[config.mk]
export PLATFORM = sky130hd
export DESIGN_NAME = mux2_arbiter_flat
export DESIGN_NICKNAME = d
export VERILOG_FILES = /design/src/rtl/mux2_arbiter_if.sv /design/src/rtl/mux2_arbiter.sv /design/src/flat_wrapper.sv
export SDC_FILE = /design/constraint.sdc
export NUM_CORES = 1
export LEC_CHECK = 0
export BUFFER_PORTS_ARGS = -buffer_cell sky130_fd_sc_hd__buf_2
export CAP_MARGIN = 0
export CELL_PAD_IN_SITES_DETAIL_PLACEMENT = 0
export CELL_PAD_IN_SITES_GLOBAL_PLACEMENT = 2
export CORE_MARGIN = 10
export CORE_UTILIZATION = 27
export CTS_BUF_LIST = sky130_fd_sc_hd__clkbuf_16
export CTS_CLUSTER_SIZE = 14
export DETAILED_ROUTE_END_ITERATION = 16
export PLACE_DENSITY = 0.87
export SYNTH_ARGS = -nofsm -noshare
export SYNTH_HDL_FRONTEND = slang
export SYNTH_SLANG_ARGS = --single-unit
[constraint.sdc]
create_clock -name clk_i -period 3.5 [get_ports clk_i]
set_input_delay 0 -clock clk_i [delete_from_list [all_inputs] [get_ports clk_i]]
set_output_delay 0 -clock clk_i [all_outputs]
set_load 0.1 [all_outputs]
[src/rtl/mux2_arbiter_if.sv]
// Handshake bundle between two requesters, the round-robin arbiter and its downstream consumer.
// Latency: none (wires only).
// Backpressure: carries ready from downstream to the arbiter and ack back to each requester.
interface mux2_arbiter_if #(
    parameter int WIDTH = 32
);
    // Requester 0 side
    logic             req0;
    logic [WIDTH-1:0] data0;
    logic             ack0;

    // Requester 1 side
    logic             req1;
    logic [WIDTH-1:0] data1;
    logic             ack1;

    // Shared mux select and registered output towards the consumer
    logic             s;
    logic [WIDTH-1:0] q;
    logic             valid;
    logic             ready;

    // Requesters and consumer drive the inputs of the arbiter
    modport master (
        output req0,
        output data0,
        input  ack0,
        output req1,
        output data1,
        input  ack1,
        input  s,
        input  q,
        input  valid,
        output ready
    );

    // Arbiter view
    modport slave (
        input  req0,
        input  data0,
        output ack0,
        input  req1,
        input  data1,
        output ack1,
        output s,
        output q,
        output valid,
        input  ready
    );
endinterface

[src/rtl/mux2_arbiter.sv]
// Round-robin 2:1 arbiter driving a shared mux select and owning a registered valid/ready output word.
// Latency: one cycle from Ack to the word on Q with Valid = 1; one word per cycle sustained.
// Backpressure: Q/Valid hold while Valid && !Ready, no Ack is issued until space frees.
// Optional build macro ARB_GRANT_CNT_EN adds per-requester wrapping grant counters.
module mux2_arbiter #(
    parameter int WIDTH = 32
`ifdef ARB_GRANT_CNT_EN
    ,
    parameter int CNT_W = 16
`endif
) (
    input  logic             clk_i,
    input  logic             rst_ni,
    mux2_arbiter_if.slave    bus
`ifdef ARB_GRANT_CNT_EN
    ,
    output logic [CNT_W-1:0] gnt0_cnt_o,
    output logic [CNT_W-1:0] gnt1_cnt_o
`endif
);

    // Output register occupancy: EMPTY means Q carries nothing unconsumed
    localparam logic [0:0] ST_EMPTY = 1'b0;
    localparam logic [0:0] ST_FULL  = 1'b1;

    logic [0:0]       state_q, state_d;
    logic             last_q,  last_d;
    logic [WIDTH-1:0] q_q,     q_d;

    logic             space;
    logic             sel;
    logic             ack0;
    logic             ack1;
    logic             any_ack;

    // Room for a new word: register empty, or its current word leaves this cycle
    always_comb begin : space_logic
        space = (state_q == ST_EMPTY) || bus.ready;
    end

    // Round-robin select: lone requester wins, contention goes to the one not served last,
    // idle holds the previous select so the shared mux does not toggle needlessly
    always_comb begin : select_logic
        sel = last_q;
        if (bus.req0 && bus.req1) begin
            sel = ~last_q;
        end else if (bus.req0) begin
            sel = 1'b0;
        end else if (bus.req1) begin
            sel = 1'b1;
        end
    end

    // Grants are gated by reset so no requester sees an accept while the block is held in reset
    always_comb begin : grant_logic
        ack0    = rst_ni && space && bus.req0 && (sel == 1'b0);
        ack1    = rst_ni && space && bus.req1 && (sel == 1'b1);
        any_ack = ack0 || ack1;
    end

    // Next-state: capture the selected word on a grant, otherwise drain on consumption
    always_comb begin : next_state_logic
        state_d = state_q;
        last_d  = last_q;
        q_d     = q_q;
        if (any_ack) begin
            q_d     = sel ? bus.data1 : bus.data0;
            state_d = ST_FULL;
            last_d  = sel;
        end else if ((state_q == ST_FULL) && bus.ready) begin
            state_d = ST_EMPTY;
        end
    end

    // State registers; Last resets to 1 so the first contended grant goes to requester 0
    always_ff @(posedge clk_i or negedge rst_ni) begin : state_regs
        if (!rst_ni) begin
            state_q <= ST_EMPTY;
            last_q  <= 1'b1;
            q_q     <= '0;
        end else begin
            state_q <= state_d;
            last_q  <= last_d;
            q_q     <= q_d;
        end
    end

    // Drive the interface outputs
    always_comb begin : output_logic
        bus.ack0  = ack0;
        bus.ack1  = ack1;
        bus.s     = sel;
        bus.q     = q_q;
        bus.valid = (state_q == ST_FULL);
    end

`ifdef ARB_GRANT_CNT_EN
    logic [CNT_W-1:0] cnt0_q, cnt0_d;
    logic [CNT_W-1:0] cnt1_q, cnt1_d;

    // Grant counters advance on their own Ack and wrap naturally at 2^CNT_W
    always_comb begin : cnt_next_logic
        cnt0_d = cnt0_q;
        cnt1_d = cnt1_q;
        if (ack0) begin
            cnt0_d = cnt0_q + CNT_W'(1);
        end
        if (ack1) begin
            cnt1_d = cnt1_q + CNT_W'(1);
        end
    end

    // Counter registers
    always_ff @(posedge clk_i or negedge rst_ni) begin : cnt_regs
        if (!rst_ni) begin
            cnt0_q <= '0;
            cnt1_q <= '0;
        end else begin
            cnt0_q <= cnt0_d;
            cnt1_q <= cnt1_d;
        end
    end

    // Counter outputs
    always_comb begin : cnt_out_logic
        gnt0_cnt_o = cnt0_q;
        gnt1_cnt_o = cnt1_q;
    end
`endif

endmodule

[src/flat_wrapper.sv]
// flat-port wrapper written by rule: the top's interface ports become plain ports
module mux2_arbiter_flat 
#(
    parameter int WIDTH = 32

)
  (clk_i, rst_ni, bus_req0, bus_data0, bus_ack0, bus_req1, bus_data1, bus_ack1, bus_s, bus_q, bus_valid, bus_ready);
  mux2_arbiter_if #(.WIDTH(WIDTH)) bus_i ();
  input  logic clk_i;
  input  logic rst_ni;
  input wire logic [$bits(bus_i.req0)-1:0] bus_req0;
  input wire logic [$bits(bus_i.data0)-1:0] bus_data0;
  output wire logic [$bits(bus_i.ack0)-1:0] bus_ack0;
  input wire logic [$bits(bus_i.req1)-1:0] bus_req1;
  input wire logic [$bits(bus_i.data1)-1:0] bus_data1;
  output wire logic [$bits(bus_i.ack1)-1:0] bus_ack1;
  output wire logic [$bits(bus_i.s)-1:0] bus_s;
  output wire logic [$bits(bus_i.q)-1:0] bus_q;
  output wire logic [$bits(bus_i.valid)-1:0] bus_valid;
  input wire logic [$bits(bus_i.ready)-1:0] bus_ready;
  assign bus_i.req0 = bus_req0;
  assign bus_i.data0 = bus_data0;
  assign bus_ack0 = bus_i.ack0;
  assign bus_i.req1 = bus_req1;
  assign bus_i.data1 = bus_data1;
  assign bus_ack1 = bus_i.ack1;
  assign bus_s = bus_i.s;
  assign bus_q = bus_i.q;
  assign bus_valid = bus_i.valid;
  assign bus_i.ready = bus_ready;
  mux2_arbiter #(.WIDTH(WIDTH)) u_core (.clk_i(clk_i), .rst_ni(rst_ni), .bus(bus_i));
endmodule
== Yosys cells after proc, flatten, opt, wreduce, memory -nomap -nowiden ==
Index checks and enable logic that the tools add are counted.
Cells by class
  bitwise gates (word level): 3
  muxes and demuxes: 6
  reductions and logical operators: 10
Operators by type and width (number)
  32-bit two-way mux: 1
  1-bit logical AND: 7
  1-bit two-way mux: 5
  1-bit inverter: 3
  1-bit logical OR: 2
  2-bit nonzero test: 1
Word-level totals
  bits of input ports: 69
  logic and storage cells: 22
  bits in registers: 34
  output and inout bits: 36

== Depth between registers and ports, before layout ==
Gate-level depths: netlist of run 1.
  word-level depth: 7
  mapped depth: 6
  gate-level depth less buffers: 3

== Worst setup path before layout of run 1 ==
No wires, ideal clock.
  path kind: register to output
  start point: register u_core.state_q, in the netlist u_core.bus.valid
  end point: output port bus_ack0
  path buffers: 2
  stages on the path, launching flop included: 6
  slack: 679 ps
  arrival time: 2821 ps
  cell sequence: dfrtp_1 -> nand2b_1 -> buf_2 -> buf_1 -> nand3_1 -> nor2_1
On the way
  word-level cells in the longest chain between the ends: 5
Ends and longest elaborated chain
  start: declaration: RTL line mux2_arbiter.sv:26  | logic [0:0] state_q, state_d;
  start signal: assignment: RTL line mux2_arbiter.sv:82  | state_q <= state_d;
  1-bit inverter: RTL line mux2_arbiter.sv:38  | space = (state_q == ST_EMPTY) || bus.ready;
  1-bit logical OR: RTL line mux2_arbiter.sv:38
  1-bit logical AND (3 in a row): RTL line mux2_arbiter.sv:56  | ack0 = rst_ni && space && bus.req0 && (sel == 1'b0);
  end: declaration: RTL line flat_wrapper.sv:13  | output wire logic [$bits(bus_i.ack0)-1:0] bus_ack0;
Every way passes these cells.

== Worst setup path after layout of run 1 ==
  start point: register u_core.state_q, in the netlist u_core.bus.valid
  end point: register u_core.q_q[11], in the netlist u_core.bus.q[11]
On the way
  word-level cells in the longest chain between the ends: 6
Ends and longest elaborated chain
  1-bit inverter *: RTL line mux2_arbiter.sv:38
  1-bit logical OR *: RTL line mux2_arbiter.sv:38
  1-bit logical AND *: RTL line mux2_arbiter.sv:56, mux2_arbiter.sv:57
  1-bit logical AND, on equally long branches (2 in a row): RTL line mux2_arbiter.sv:56, mux2_arbiter.sv:57
  1-bit logical OR *: RTL line mux2_arbiter.sv:58  | any_ack = ack0 || ack1;
  end signal: assignment: RTL line mux2_arbiter.sv:84  | q_q <= q_d;
  end: declaration: RTL line mux2_arbiter.sv:28  | logic [WIDTH-1:0] q_q, q_d;
Every way passes the cells marked *; elsewhere a longest branch is shown, timed or not.
A chain may end at the register's enable or synchronous reset.

==> reports/metrics.yaml, run 1 <==
cts.root.buffer_cell: "sky130_fd_sc_hd__clkbuf_16"
drv_slew: 0
critical_path.reg2reg.endpoint: "u_core.bus.q[11]"
placement.io_buffers: 104
complex_gate_fraction_of_the_synthesized_area_pct: 36.2
irDropWorstVdd_v: 0.000218
antenna_left: 0
total_routed_wirelength_mm: 6.92
area_share_of_xor_xnor_cells_in_the_synthesized_design_pct: 0
gr_util_all_layers_pct: 12.4
place_congestion: 0.726
grt_max_degree: 41
std_cell_rows: 30
drc: 0
dieWidth_um: 105
net_count_of_the_mapped_netlist: 276
synth_fa_ha_area_share_pct: 0
clock_sinks: 34
placeableCoreArea_um2: 6910
r2r-start: "u_core.bus.valid"
final_layout_size_suffix_gt1_share_pct: 43.9
gr-total-overflow: 0
portion_of_the_post_synthesis_area_used_by_sequential_elements_pct: 43.6
muxShareOfSynthArea_pct: 0
timing.setup.critical_path_class: "reg2reg"
layout.cells.most_common_list: "sky130_fd_sc_hd__buf_2 (104), sky130_fd_sc_hd__a31oi_1 (44), sky130_fd_sc_hd__nand3_1 (34), sky130_fd_sc_hd__dfrtp_1 (33), sky130_fd_sc_hd__o21ai_0 (32)"
ff2ff_setup_slack_ns: 1.11
grt_pass1_vias: 2203
static-leakage-power_nw: 1.20
layout_min_cycle_time_ns: 2.39
critical_path_required_ns: 3.65
yosysWarnings: 0
cts_tree: "yes"
detail_route.wl_per_cell_um: 16.9
postCtsSetupBuffers: 0
syn2layout_area_growth_pct: 44.1
ctsResizeCount: 0
net_count_final: 382
synth.ff_latch_count: 34
hold_viol_final: 0
synth_top_family_by_area: "compound AO/OA/AOI/OAI gates"
final_common_cell: "sky130_fd_sc_hd__buf_2"
design.die.area_um2: 11000
syn_area_um2: 1950
route.detailed.vias_per_inst: 4.96
termination_of_the_worst_setup_path: "u_core.bus.q[11]"
detail_route.iter0.violations: 103
dr.pass1.iters: 4
postSynthCellCount: 207
clock_path_buffers: 2
syn-mean-instance-area_um2: 9.44
routed_vias: 2034
synth-simple-area-share_pct: 12.4
cts.clk_slew.worst_paths_ns: 0.05
critPathLaunchType: "register"
worst_r2r_path_cells: 4
clock_latency_ns: 0.27
run_status: "finished clean"
hp-start: "bus_data0[31]"
cts_hold_buffers: 20
antenna_cells: 0
detailedPlacementHpwl_mm: 4.96
post_synth_main_area_contributors: "sky130_fd_sc_hd__dfrtp_1 (42%), sky130_fd_sc_hd__a31oi_1 (14%), sky130_fd_sc_hd__a31oi_2 (13%)"
setup_tns_ns: 0
grt_antenna_before_repair: 0
unrepaired_setup_endpoints_after_global_routing: "no"
ys_types: 18
worst_hold_path_type: "in2reg"
clock_tree.htree_level_count: 2
synthDominantAreaCellType: "sky130_fd_sc_hd__dfrtp_1"
setup_viol: 0
die_height_um: 105
cp.arrival_ns: 2.54
skew_ns: 0.00343
worst_slew_margin_rel_pct: 35.8
grt_pass1_wl_mm: 11.4
postLayoutCoreUtil_pct: 40.8
post_route_clock_period_utilization_pct: 68.1
cts_buffers: 5
final.fill_count: 745
io_pins: 105
tightestPinTransition_ns: 0.962
startpoint: "u_core.bus.valid"
max_freq_mhz: 419
critical_path.max_fanout: 32
timing.max_cap.violations: 0
floorplan.initialDensity_pct: 28.3
p_per_area_nw_per_um2: 788
cp-end-kind: "register"
post-synth-top-area-fraction_pct: 42.3
[Yosys cell counts]
library cell and n:
sky130_fd_sc_hd__buf_6 5, sky130_fd_sc_hd__buf_2 3, sky130_fd_sc_hd__dfrtp_1 33, sky130_fd_sc_hd__a31oi_1 44
sky130_fd_sc_hd__nand3_1 34, sky130_fd_sc_hd__nand2b_1 3, sky130_fd_sc_hd__and2b_1 2, sky130_fd_sc_hd__clkbuf_1 21
sky130_fd_sc_hd__or2_1 1, sky130_fd_sc_hd__nand2_1 2, sky130_fd_sc_hd__nor2_1 1, sky130_fd_sc_hd__buf_1 1
sky130_fd_sc_hd__and4_1 1, sky130_fd_sc_hd__o21ai_0 32, sky130_fd_sc_hd__a41oi_1 1, sky130_fd_sc_hd__and3_4 1
sky130_fd_sc_hd__dfstp_2 1, sky130_fd_sc_hd__a31oi_2 21
[cell families (layout without fill, tap and decap cells)]
kind of cell,Yosys count,count (layout)
compound gates,98,98
simple gates,45,45
flops,34,34
buf+inv,30,137
[worst min-delay path by stage]
stage                  endpoint  slack [ns]  cells past startpoint
2_1_floorplan   u_core.bus.q[0]       -0.30                      0
3_3_place_gp   u_core.bus.q[31]        0.03                      1
3_5_place_dp   u_core.bus.q[31]        0.03                      1
4_1_cts         u_core.bus.q[7]     0.00007                      3
5_1_grt         u_core.bus.q[1]        0.01                      3
6_report       u_core.bus.q[31]       0.004                      3
[layer usage]
| layer | routed length [um] | global-route usage (%) |
|---|---|---|
| met1 | 2980 | 14.8 |
| met2 | 3350 | 19.8 |
| met3 | 469 | 4.42 |
| met4 | 121 | 5.39 |
| met5 | 0 | 0 |
[per-stage QoR]
step | hold slack, ns | cell area (um2) | setup slack (ns) | instances | power, mW
3_3_place_gp | 0.0331 | 2480 | 1.60 | 382 | 1.78
6_report | 0.00433 | 2820 | 1.11 | 410 | 2.22
5_1_grt | 0.0103 | 2820 | 0.887 | 410 | 2.33
2_1_floorplan | -0.296 | 1950 | 0.679 | 207 | 1.56
3_5_place_dp | 0.0342 | 2480 | 1.57 | 382 | 1.79
4_1_cts | 0.0000709 | 2820 | 1.11 | 410 | 2.25
[critical path, stage by stage (launching register included)]
cell,delay (ns)
sky130_fd_sc_hd__dfrtp_1,0.37
sky130_fd_sc_hd__nand2b_1,0.49
sky130_fd_sc_hd__and3_4,0.64
sky130_fd_sc_hd__a31oi_1,0.15
sky130_fd_sc_hd__dlygate4sd3_1,0.60
[registers in the layout, indices dropped and copies added, names as in the netlist]
signal / cells
u_core.bus.q: 32
u_core.bus.valid: 1
u_core.last_q: 1
[report_power, final]
part	internal (mW)	switching, mW
Sequential	0.492	0.0502
Combinational	0.252	1.01
Clock	0.257	0.157
Total	1.00	1.22
[cell type report]
type | count | area [um2] | area share, %
clock buffer | 5 | 125 | 4.44
sequential | 34 | 852 | 30.3
multi-input combinational | 143 | 948 | 33.7
timing repair buffer | 129 | 758 | 26.9
clock inverter | 3 | 12.5 | 0.444
tap | 96 | 120 | 4.26
Note: power is estimated with default switching activity, not from simulation.
==> run 2: changes to the inputs <==
Settings changed: CORE_UTILIZATION 27 to 25, PLACE_DENSITY 0.87 to 0.81.
Clock period 3.5 ns to 2.5 ns, I/O delays scaled along.
==> run 2 against run 1 <==
Compared with the run above: via count grew 3.8%; register-to-register slack worse by 0.67 ns; cell count rose by 2.4%; power is 40% higher; critical endpoint is now u_core.bus.q[12].
==> reports/metrics.yaml, run 2 (synthesis results as in run 1) <==
clock_latency_ns: 0.27  # about the same
static-leakage-power_nw: 1.22  # +2.1%
routed_vias: 2112  # +3.8%
cts.root.buffer_cell: "sky130_fd_sc_hd__clkbuf_16"
post_route_clock_period_utilization_pct: 87.2
p_per_area_nw_per_um2: 1090  # +38%
place_congestion: 0.731  # +0.69%
gr-total-overflow: 0  # unchanged
final_layout_size_suffix_gt1_share_pct: 45.3  # +1.3 points
run_status: "finished clean"
dieWidth_um: 108  # +3.2%
postCtsSetupBuffers: 0  # unchanged
dp_worst_setup_slack_ns: 0.664  # -0.909 ns
timing.setup.critical_path_class: "in2reg"
critPathLaunchType: "primary input"
worst_slew_margin_rel_pct: 61.2  # +25 points
detailed_place.area_um2: 2520  # +1.6%
tightestPinTransition_ns: 0.582  # -0.381 ns
design.die.area_um2: 11800  # +6.4%
grt_pass1_vias: 2165  # -1.7%
die_height_um: 108  # +3.2%
critical_path.reg2reg.endpoint: "u_core.bus.q[12]"
gr_util_all_layers_pct: 12.3  # -0.16 points
drc: 0  # unchanged
detail_route.wl_per_cell_um: 17.8  # +5.5%
placeableCoreArea_um2: 7650  # +11%
hold_viol_final: 0  # unchanged
max_freq_mhz: 458
layout_min_cycle_time_ns: 2.18
unrepaired_setup_endpoints_after_global_routing: "no"
grt_antenna_before_repair: 0  # unchanged
layout.cells.most_common_list: "sky130_fd_sc_hd__buf_2 (104), sky130_fd_sc_hd__a31oi_1 (44), sky130_fd_sc_hd__nand3_1 (34), sky130_fd_sc_hd__dfrtp_1 (33), sky130_fd_sc_hd__o21ai_0 (32)"
total_routed_wirelength_mm: 7.48  # +8.0%
syn2layout_area_growth_pct: 46.0
hold_path_depth: 3  # unchanged
worst_hold_path_type: "in2reg"
seqCellArea_um2: 852  # unchanged
antenna_left: 0  # unchanged
postLayoutCoreUtil_pct: 37.3  # -3.5 points
dr.pass1.iters: 5  # +1
hp-start: "bus_data1[11]"
setup_viol: 0  # unchanged
io_pins: 105  # unchanged
fin_total_pwr_mw: 3.11  # +40%
std_cell_rows: 32  # +6.7%
ff2ff_setup_slack_ns: 0.44  # -0.67 ns
floorplan.initialDensity_pct: 25.6  # -2.7 points
hold-worst-slack_ns: 0.00607  # +0.00174 ns
setup_ws_post_layout_ns: 0.319  # -0.796 ns
drv_slew: 0  # unchanged
skew_ns: 0.00512  # +0.00169 ns
r2r-start: "u_core.last_q"
cp.arrival_ns: 2.33  # -0.21 ns
cp-end-kind: "register"
placement.io_buffers: 104  # unchanged
clock_sinks: 34  # unchanged
multi_input_comb_area_um2: 960  # +1.2%
grt_pass1_wl_mm: 11.5  # +1.3%
cts.clk_slew.worst_paths_ns: 0.05  # about the same
cts_buffers: 5  # unchanged
final_cell_area_um2: 2850  # +1.3%
worst_r2r_path_cells: 5  # +1
critical_path.max_fanout: 16  # -50%
clock_path_buffers: 2  # unchanged
route.detailed.vias_per_inst: 5.03  # +1.4%
detailedPlacementHpwl_mm: 5.14  # +3.7%
timing.max_cap.violations: 0  # unchanged
final_common_cell: "sky130_fd_sc_hd__buf_2"
setup_tns_ns: 0  # unchanged
critical_path_required_ns: 2.65  # -1.00 ns
final.fill_count: 785  # +5.4%
detail_route.iter0.violations: 60  # -42%
irDropWorstVdd_v: 0.000299  # +37%
net_count_final: 386  # +1.0%
total_placed_cells_including_tap_cells: 392  # +2.6%
grt_max_degree: 34  # -17%
min_to: "u_core.bus.q[11]"
largest_register_ff_count: 32  # unchanged
finish.cell_count_without_fillers: 420  # +2.4%
antenna_cells: 0  # unchanged
cts_tree: "yes"
clock_tree.htree_level_count: 2  # unchanged
[run 2: what timing repair did]
action / 4_1_cts / 5_1_grt
endpoints found under the setup margin: 0 / 3
resized for setup: 0 / 1
hold buffers: 19 / 0
endpoints found under the hold margin: 46 / 0
[run 2: routing by layer]
| metal | GRT usage, % | vias to the layer above | routed length (um) |
|---|---|---|---|
| met5 | 0 | - | 0 |
| met4 | 3.77 | 0 | 73 |
| met3 | 4.28 | 5 | 654 |
| met1 | 13.4 | 990 | 3000 |
| li1 | - | 1022 | - |
| met2 | 21.9 | 95 | 3750 |
[run 2: how the worst max path moves through the flow]
stage	depth (start not counted)	endpoint	startpoint
6_report	6	u_core.bus.q[12]	bus_req0
2_1_floorplan	5	bus_ack0	u_core.bus.valid
4_1_cts	6	u_core.bus.q[14]	bus_req0
3_5_place_dp	3	u_core.bus.q[4]	u_core.last_q
5_1_grt	7	u_core.bus.q[7]	bus_req0
3_3_place_gp	3	u_core.bus.q[30]	u_core.last_q
[run 2: cell type report]
| type | count | area share [%] |
|---|---|---|
| clock inverter | 3 | 0.395 |
| sequential | 34 | 29.9 |
| clock buffer | 5 | 4.38 |
| tap | 102 | 4.47 |
| timing repair buffer | 132 | 27.3 |
| multi-input combinational | 144 | 33.6 |
[run 2: power by group]
part	switching, mW	total (mW)	internal (mW)	leakage [nW]
Combinational	1.43	1.78	0.355	0.766
Clock	0.212	0.570	0.358	0.0776
Sequential	0.0708	0.760	0.690	0.379
[run 2: critical path, cell delays in order]
cell                            delay, ns
sky130_fd_sc_hd__dlygate4sd3_1       0.53
sky130_fd_sc_hd__buf_2               0.15
sky130_fd_sc_hd__or2_1               0.47
sky130_fd_sc_hd__and3_4              0.48
sky130_fd_sc_hd__a31oi_1             0.13
sky130_fd_sc_hd__dlygate4sd3_1       0.58
